$ cat src/rtl/prio_arbiter4.sv
// Four-requester arbiter with grant hold, hold-timeout revocation and per-requester masking.
// Define ARB_RR_EN for round-robin priority; otherwise fixed priority 4 > 3 > 2 > 1.
module prio_arbiter4 #(
  parameter int unsigned HOLD_MAX = 16
) (
  input  logic       clk,
  input  logic       rst_n,
  input  logic [4:1] req,
  output logic [4:1] grant,
  output logic [2:0] gcode,
  output logic       busy,
  output logic       timeout
);

  typedef enum logic {IDLE, GRANT} state_t;

  localparam bit         TO_EN  = (HOLD_MAX != 0);
  localparam logic [7:0] TO_CNT = TO_EN ? 8'(HOLD_MAX - 1) : '0;

  state_t     state, state_nx;
  logic [3:0] rq, elig, mask, mask_nx, grant_nx;
  logic [1:0] owner, owner_nx, win;
  logic       win_vld;
  logic [7:0] cnt, cnt_nx;
  logic [2:0] gcode_nx;
  logic       timeout_nx;

  // Internal indices are requester number minus one.
  assign rq   = req;
  assign elig = rq & ~mask;

`ifdef ARB_RR_EN
  logic [1:0] ptr;

  // Search starts just below the last winner and wraps, so the last winner is checked last.
  always_comb begin
    win     = '0;
    win_vld = 1'b0;
    for (int unsigned j = 1; j <= 4; j++) begin
      if (!win_vld && elig[ptr - 2'(j)]) begin
        win     = ptr - 2'(j);
        win_vld = 1'b1;
      end
    end
  end

  always_ff @(posedge clk or negedge rst_n) begin
    if (!rst_n)
      ptr <= '0;
    else if (state == IDLE && win_vld)
      ptr <= win;
  end
`else
  always_comb begin
    win     = '0;
    win_vld = |elig;
    for (int unsigned j = 0; j < 4; j++) begin
      if (elig[j]) win = 2'(j);
    end
  end
`endif

  always_comb begin
    state_nx   = state;
    owner_nx   = owner;
    cnt_nx     = cnt;
    grant_nx   = grant;
    gcode_nx   = gcode;
    timeout_nx = 1'b0;
    mask_nx    = mask & rq;
    case (state)
      IDLE: begin
        if (win_vld) begin
          state_nx = GRANT;
          owner_nx = win;
          cnt_nx   = '0;
          grant_nx = 4'b0001 << win;
          gcode_nx = 3'(win) + 3'd1;
        end
      end
      GRANT: begin
        // Release takes precedence over a timeout on the same edge.
        if (!rq[owner]) begin
          state_nx = IDLE;
          grant_nx = '0;
          gcode_nx = '0;
        end else if (TO_EN && cnt == TO_CNT) begin
          state_nx       = IDLE;
          grant_nx       = '0;
          gcode_nx       = '0;
          timeout_nx     = 1'b1;
          mask_nx[owner] = 1'b1;
        end else if (cnt != '1) begin
          cnt_nx = cnt + 8'd1;
        end
      end
      default: begin
        state_nx = IDLE;
        grant_nx = '0;
        gcode_nx = '0;
      end
    endcase
  end

  always_ff @(posedge clk or negedge rst_n) begin
    if (!rst_n) begin
      state   <= IDLE;
      owner   <= '0;
      cnt     <= '0;
      mask    <= '0;
      grant   <= '0;
      gcode   <= '0;
      busy    <= 1'b0;
      timeout <= 1'b0;
    end else begin
      state   <= state_nx;
      owner   <= owner_nx;
      cnt     <= cnt_nx;
      mask    <= mask_nx;
      grant   <= grant_nx;
      gcode   <= gcode_nx;
      busy    <= (state_nx == GRANT);
      timeout <= timeout_nx;
    end
  end

endmodule

$ cat config.mk
export PLATFORM = sky130hd
export DESIGN_NAME = prio_arbiter4
export DESIGN_NICKNAME = d
export VERILOG_FILES = /design/src/rtl/prio_arbiter4.sv
export SDC_FILE = /design/constraint.sdc
export NUM_CORES = 1
export LEC_CHECK = 0
export ABC_AREA = 1
export CORE_ASPECT_RATIO = 1.25
export CORE_MARGIN = 1.5
export CORE_UTILIZATION = 54
export CTS_CLUSTER_SIZE = 16
export DETAILED_ROUTE_END_ITERATION = 12
export HOLD_SLACK_MARGIN = 0.02
export PLACE_DENSITY = 0.86
export SETUP_SLACK_MARGIN = 0.3
export SYNTH_ARGS = -nofsm -noshare
export SYNTH_HDL_FRONTEND = slang
export SYNTH_SLANG_ARGS = --single-unit
$ cat constraint.sdc
create_clock -name clk -period 1.72 [get_ports clk]
set_input_delay 0.516 -clock clk [delete_from_list [all_inputs] [get_ports clk]]
set_output_delay 0.516 -clock clk [all_outputs]
set_load 0.005 [all_outputs]
==> summary.txt, run 1 <==
Outcome
  – Status: completed

Setup path
  – Setup crit start kind: flop
  – Req. time, crit path: 1.92 ns
  – Crit Path Class: flop to flop
  – FF-to-FF End: cnt[3]
  – R2R Setup Slk: 0.25 ns
  – Crit. End Element: flop
  – WP data arrival: 1.67 ns
  – Worst path bufs/invs: 3
  – R2r startpoint: state
  – Crit-path cells: buf_4 > buf_4 > inv_8 > nor2_4 > nor2_4 > nand2_4 > nand2_1 > nand2_1
  – CP max stage delay: 0.41 ns
  – CP delay by family, top: simple AND/OR/NAND/NOR gates
  – CP Max Fanout: 10
  – Crit-path slowest cell: dfrtp_1
  – Path depth of the worst reg2reg path: 8

Logic synthesis
  – Yosys top cell by area: dfrtp_1
  – Sequential fraction of the synthesis area: 43.4%
  – Syn Nets: 181
  – Mapped cell area: 1270 um^2
  – Synth Register Bits: 22
  – Cells after Synth: 171
  – Ys Warns: 0
  – Top cells by area, synth: dfrtp_1, nand2_1, nand3_1, nor2_1, ha_1
  – Top cell type's share of synthesized area: 43.4%
  – Avg Cell Area, Syn: 7.42 um^2
  – Synth cell types: 19

Timing
  – Period minus WS final: 1.47 ns
  – Layout Skew: 0.000831 ns
  – Final period util: 85.2%
  – RSZ-0062 raised after global routing: yes
  – Final setup viols: 0
  – Worst slew margin: 81.1%
  – Pins over their slew limit: 0
  – Fmax achieved: 0.683 GHz
  – Final hold vios: 0
  – Setup_tns: 0 ns
  – Worst-margin pin slew: 0.283 ns

CTS
  – Clock buffer depth: 2
  – CTS tree: yes
  – Clock slew at reported path FFs: 0.11 ns
  – H-tree levels: 1
  – Sinks on Clock Net: 22
  – Clock root buffer: clkbuf_4
  – Total CTS buffers: 3
  – Clock Latency Late Sink: 0.30 ns

Routing
  – Starting DRC count in detailed routing: 46
  – DRT Wirelength: 3430 um
  – Final ANT Viol Nets: 0
  – WL/cell: 14.0 um
  – Via count: 1329
  – Vias per cell: 5.45
  – TritonRoute pass-1 iters: 5
  – Drt drc: 0

Worst hold path
  – Hold-critical path depth: 2
  – Worst Min Path Start: mask[2]
  – Hold endpoint: mask[2]
  – Hold WC Path Type: flop to flop

GRT
  – Total track usage: 27.8%
  – Vias in the first global route: 1234
  – Gr ovfl total: 0
  – Largest net degree at the start of global routing: 23
  – First-pass GRT wire length: 5420 um
  – Initial antenna violation count: 0

Place
  – Port Buf Inserts: 14
  – RePlAce Congestion: 0.835
  – Hpwl dp: 2150 um

Die
  – FP Rows: 19
  – Initial Util: 57.4%
  – Die Area: 2650 um^2
  – Io pins: 15
  – Core area: 2210 um^2
  – Chip Height: 57.2 um
  – Chip width: 46.4 um

Power and ir drop
  – Pwr dens: 1260 nW/um^2
  – PnR Total Power: 2150 uW
  – Leak Pwr: 0.000904 uW
  – Peak supply drop: 0.835 mV

Finish
  – Share of cells above drive strength 1: 29.6%
  – Fin nets: 225
  – N_diodes: 0
  – Layout area overhead: 34.4%

Run
  – Max-cap viol count: 0
==> how the worst max path moves through the flow <==
stage / startpoint / to / slack [ns] / depth (start not counted)
3_5_place_dp: req[3] / owner[1] / -0.17 / 7
3_3_place_gp: req[3] / owner[1] / -0.13 / 7
2_1_floorplan: cnt[0] / cnt[3] / 0.33 / 9
4_1_cts: grant[4] / grant[4] / 0.28 / 2
5_1_grt: cnt[4] / cnt[7] / 0.17 / 8
6_report: state / cnt[3] / 0.25 / 8
==> cells in the mapped netlist <==
| cell | n |
|---|---|
| ha_1 | 4 |
| nand2_4 | 2 |
| nand4_1 | 6 |
| dfrtp_1 | 22 |
| inv_1 | 12 |
| nor2_4 | 1 |
| a21oi_1 | 3 |
| buf_4 | 2 |
| o21ai_0 | 9 |
| nor3_4 | 1 |
| inv_2 | 3 |
| buf_2 | 1 |
| nand2_1 | 63 |
| nor2_1 | 16 |
| nand2_2 | 2 |
| o21ai_2 | 1 |
| nor2_2 | 1 |
| nand3_1 | 20 |
| nand3_2 | 2 |
==> registers in the layout (all words and copies together) (netlist names) <==
name     count
cnt          8
grant        4
mask         4
gcode        2
owner        2
state        1
timeout      1
==> through the flow <==
stage / cell area (um^2) / worst slack, ns / util (%) / std cells / hold WS (ns)
2_1_floorplan: 1270 / 0.328 / - / 171 / 0.220
3_3_place_gp: 1520 / -0.131 / 68.6 / 225 / 0.470
3_5_place_dp: 1520 / -0.173 / 68.6 / 225 / 0.486
4_1_cts: 1670 / 0.276 / 75.5 / 240 / 0.514
5_1_grt: 1710 / 0.172 / 77.1 / 244 / 0.540
6_report: 1710 / 0.255 / 77.1 / 244 / 0.503
==> cell usage in the layout (no fill, tap or decap), types with 2 or more instances in the layout <==
cell type and instances:
a21oi_1 3, buf_4 21, buf_6 6, clkbuf_2 8, clkbuf_4 3, dfrtp_1 21, dlygate4sd2_1 4, ha_1 3
inv_1 11, inv_2 3, nand2_1 59, nand2_2 5, nand2_4 4, nand3_1 18, nand3_2 3, nand4_1 6
nor2_1 15, nor2_4 2, o21ai_0 7, o21ai_1 2
==> area by class of cell <==
type | count | area, um^2
multi-input cells | 132 | 713
flip-flops and latches | 22 | 552
fillers | 157 | 505
repair buffers | 41 | 315
inverters | 15 | 63.8
well taps | 31 | 38.8
clock buffers | 3 | 22.5
==> power by group <==
group | switching, uW | internal, uW
logic | 669 | 499
clock network | 147 | 81.7
registers | 115 | 635
total | 931 | 1210
==> repair_timing <==
action / CTS / global route
buffers inserted: 10 / 4
setup endpoints to repair: 29 / 26
cloned: 2 / 0
hold buffers: 0 / 0
pin swaps: 6 / 6
resized for setup: 38 / 21
==> cells by family (layout without fill, tap and decap cells) <==
family,after synthesis,after routing,synth area share [%]
and+or+nand+nor,114,115,41.2
adders and majority gates,4,4,3.94
DFF,22,22,43.4
AOI/OAI and AO/OA,13,13,5.42
buffers and inverters,18,59,6.01
==> tightest hold or removal path: cells and delay by family, from the launching register on <==
family	cells	cell delay, ns
DFF	1	0.37
AOI/OAI and AO/OA	1	0.06
and+or+nand+nor	1	0.05
==> metal layers <==
metal	GRT usage [%]	part of all wire, %	vias to the layer above
met2	47.2	54	38
met5	0	0	-
met3	3.80	3.0	12
met1	35.6	40	636
li1	-	-	643
met4	8.57	3.4	0
Note: power is estimated with default switching activity, not from simulation.
==> run 2, diff against run 1 <==
GPL_ROUTABILITY_DRIVEN = 0   (was unset)
==> results of run 2 <==
Final layout, timing and power as in run 1 (identical DEF).
==> run 3, diff against run 2 <==
CORE_UTILIZATION = 58   (was 54)
PLACE_DENSITY = 0.91   (was 0.86)
clock period = 1.7 ns   (was 1.72 ns; I/O delays follow)
==> summary.txt, run 3 (synthesized netlist as in run 1, its figures left out) <==
GRT
  – Initial antenna violation count: 0 (unchanged)
  – Total track usage: 28.8% (+0.97 points)
  – Met2 Use GR: 53.2% (+6.0 points)
  – Gr ovfl total: 0 (unchanged)
  – Met3 usage: 5.23% (+1.4 points)
  – Most Used Layer, Global Route: met2
  – GR Layer Usage met1: 29.8% (-5.8 points)
  – Vias in the first global route: 1250 (+1.3%)
  – First-pass GRT wire length: 5290 um (-2.4%)
  – Largest net degree at the start of global routing: 23 (unchanged)

Setup path
  – Setup crit start kind: flop
  – CP Max Fanout: 10 (unchanged)
  – Req. time, crit path: 1.95 ns (+0.03 ns)
  – Crit. Startpoint: state
  – WP data arrival: 1.69 ns (+0.02 ns)
  – Crit. End Element: flop
  – Crit Path Class: flop to flop
  – R2r startpoint: state

CTS
  – Clock buffer depth: 2 (unchanged)
  – Sinks on Clock Net: 22 (unchanged)
  – Clock slew at reported path FFs: 0.12 ns (about the same)
  – H-tree levels: 1 (unchanged)
  – Clock root buffer: clkbuf_4
  – Clock Latency Late Sink: 0.32 ns (+0.02 ns)
  – Total CTS buffers: 3 (unchanged)
  – CTS Hold Bufs: 0 (unchanged)
  – CTS tree: yes

Routing
  – Drt drc: 0 (unchanged)
  – Vias per cell: 5.88 (+8.0%)
  – TritonRoute pass-1 iters: 7 (+2)
  – DRT Wirelength: 3490 um (+1.8%)
  – Final ANT Viol Nets: 0 (unchanged)
  – Starting DRC count in detailed routing: 94 (+100%)
  – WL/cell: 14.8 um (+5.6%)
  – Via count: 1382 (+4.0%)

Finish
  – Fin nets: 226 (+0.44%)
  – Layout area overhead: 32.6%
  – Most frequent cells in the layout: nand2_1, buf_4, dfrtp_1
  – Share of cells above drive strength 1: 31.2% (+1.6 points)
  – Biggest regs: cnt (8), grant (4), mask (4)
  – Commonest non-fill, non-tap cell in the layout: nand2_1
  – Biggest register: cnt
  – Layout fillers: 132 (-16%)
  – N_diodes: 0 (unchanged)
  – Max FFs per register: 8 (unchanged)

Timing
  – Pins over their slew limit: 0 (unchanged)
  – Period minus WS final: 1.44 ns (-0.0292 ns)
  – Fmax achieved: 0.696 GHz (+2.0%)
  – Worst-margin pin slew: 0.276 ns (-0.00696 ns)
  – Final setup viols: 0 (unchanged)
  – Worst slew margin: 81.6% (+0.46 points)
  – Setup_tns: 0 ns (unchanged)
  – RSZ-0062 raised after global routing: yes
  – Layout Skew: 0.00872 ns (+0.00788 ns)
  – Final hold vios: 0 (unchanged)
  – Final period util: 84.5% (-0.72 points)
  – Worst setup margin: 0.264 ns (+0.00921 ns)

Power and ir drop
  – Peak supply drop: 1.15 mV (+37%)
  – Leak Pwr: 0.000890 uW (-1.5%)
  – Sequential power share: 35.0% (about the same)
  – Pwr dens: 1280 nW/um^2 (+1.8%)
  – Power share of the combinational group: 51.6% (-2.8 points)
  – Sw Pwr: 924 uW (-0.80%)
  – PnR Total Power: 2160 uW (+0.45%)
  – Net Sw Frac: 42.9% (-0.54 points)
  – Clock share of power: 13.5% (+2.8 points)
  – Internal Pwr Total: 1230 uW (+1.4%)

Die
  – FP Rows: 18 (-1)
  – Initial Util: 62.6% (+5.2 points)
  – Io pins: 15 (unchanged)
  – Die Area: 2480 um^2 (-6.5%)
  – Chip Height: 55.3 um (-3.3%)
  – Core area: 2030 um^2 (-8.3%)
  – Chip width: 44.8 um (-3.3%)

Place
  – Worst slack at placement: -0.174 ns (-0.00152 ns)
  – Hpwl dp: 2220 um (+2.9%)
  – Port Buf Inserts: 14 (unchanged)

Worst hold path
  – Worst Min Path Start: mask[0]
  – Hold WC Path Type: flop to flop

Run
  – Max-cap viol count: 0 (unchanged)

Outcome
  – Status: completed
run 3: final cells by class:
type | count | area [um^2] | area share, %
clock buffers | 4 | 36.3 | 2.16
flip-flops and latches | 22 | 553 | 32.9
repair buffers | 42 | 304 | 18.1
inverters | 15 | 61.3 | 3.64
well taps | 20 | 25.0 | 1.49
multi-input cells | 132 | 703 | 41.8
run 3: timing repair:
item,in CTS,in global routing
pin swaps,3,0
setup buffers,12,3
gates resized for setup,52,8
endpoints found under the setup margin,30,21
gates cloned,1,0
run 3: power groups by stage:
| stage | combinational, uW | clock, uW | sequential, uW |
|---|---|---|---|
| final | 1110 | 290 | 753 |
| after global routing | 1210 | 313 | 770 |
| after CTS | 1060 | 290 | 747 |
| after detailed placement | 947 | 0 | 767 |
| after global placement | 908 | 0 | 758 |
| after floorplan | 552 | 0 | 755 |
run 3: final timing paths:
kind | endpoint | depth (start not counted) | slack (ns)
max | cnt[7] | 8 | 0.26
min | mask[0] | 2 | 0.50
max reg2reg | cnt[7] | 8 | 0.26
min reg2reg | mask[0] | 2 | 0.50
max in group asynchronous | cnt[6] | 2 | 0.93
min in group asynchronous | cnt[3] | 2 | 0.52
run 3: critical path: stages, from the launching register on:
cell and delay, ns:
dfrtp_1 0.41, buf_4 0.14, buf_4 0.16, inv_6 0.11, nor3_4 0.05, nor2_4 0.16
buf_4 0.16, nand3_1 0.09, nand2_1 0.09
run 3: per-layer routing:
layer  up-vias  share of wire [%]
li1        638                  -
met1       645                 35
met2        78                 54
met3        21                6.4
met4         0                4.4
met5         -                  0
run 3: per-stage QoR:
step	cells	cell area, um^2	hold slack, ns	utilization [%]
after floorplan	171	1270	0.214	-
after global placement	215	1510	0.476	74.6
after detailed placement	215	1510	0.474	74.6
after CTS	232	1660	0.504	82.0
after global routing	235	1680	0.529	83.0
final	235	1680	0.503	83.0
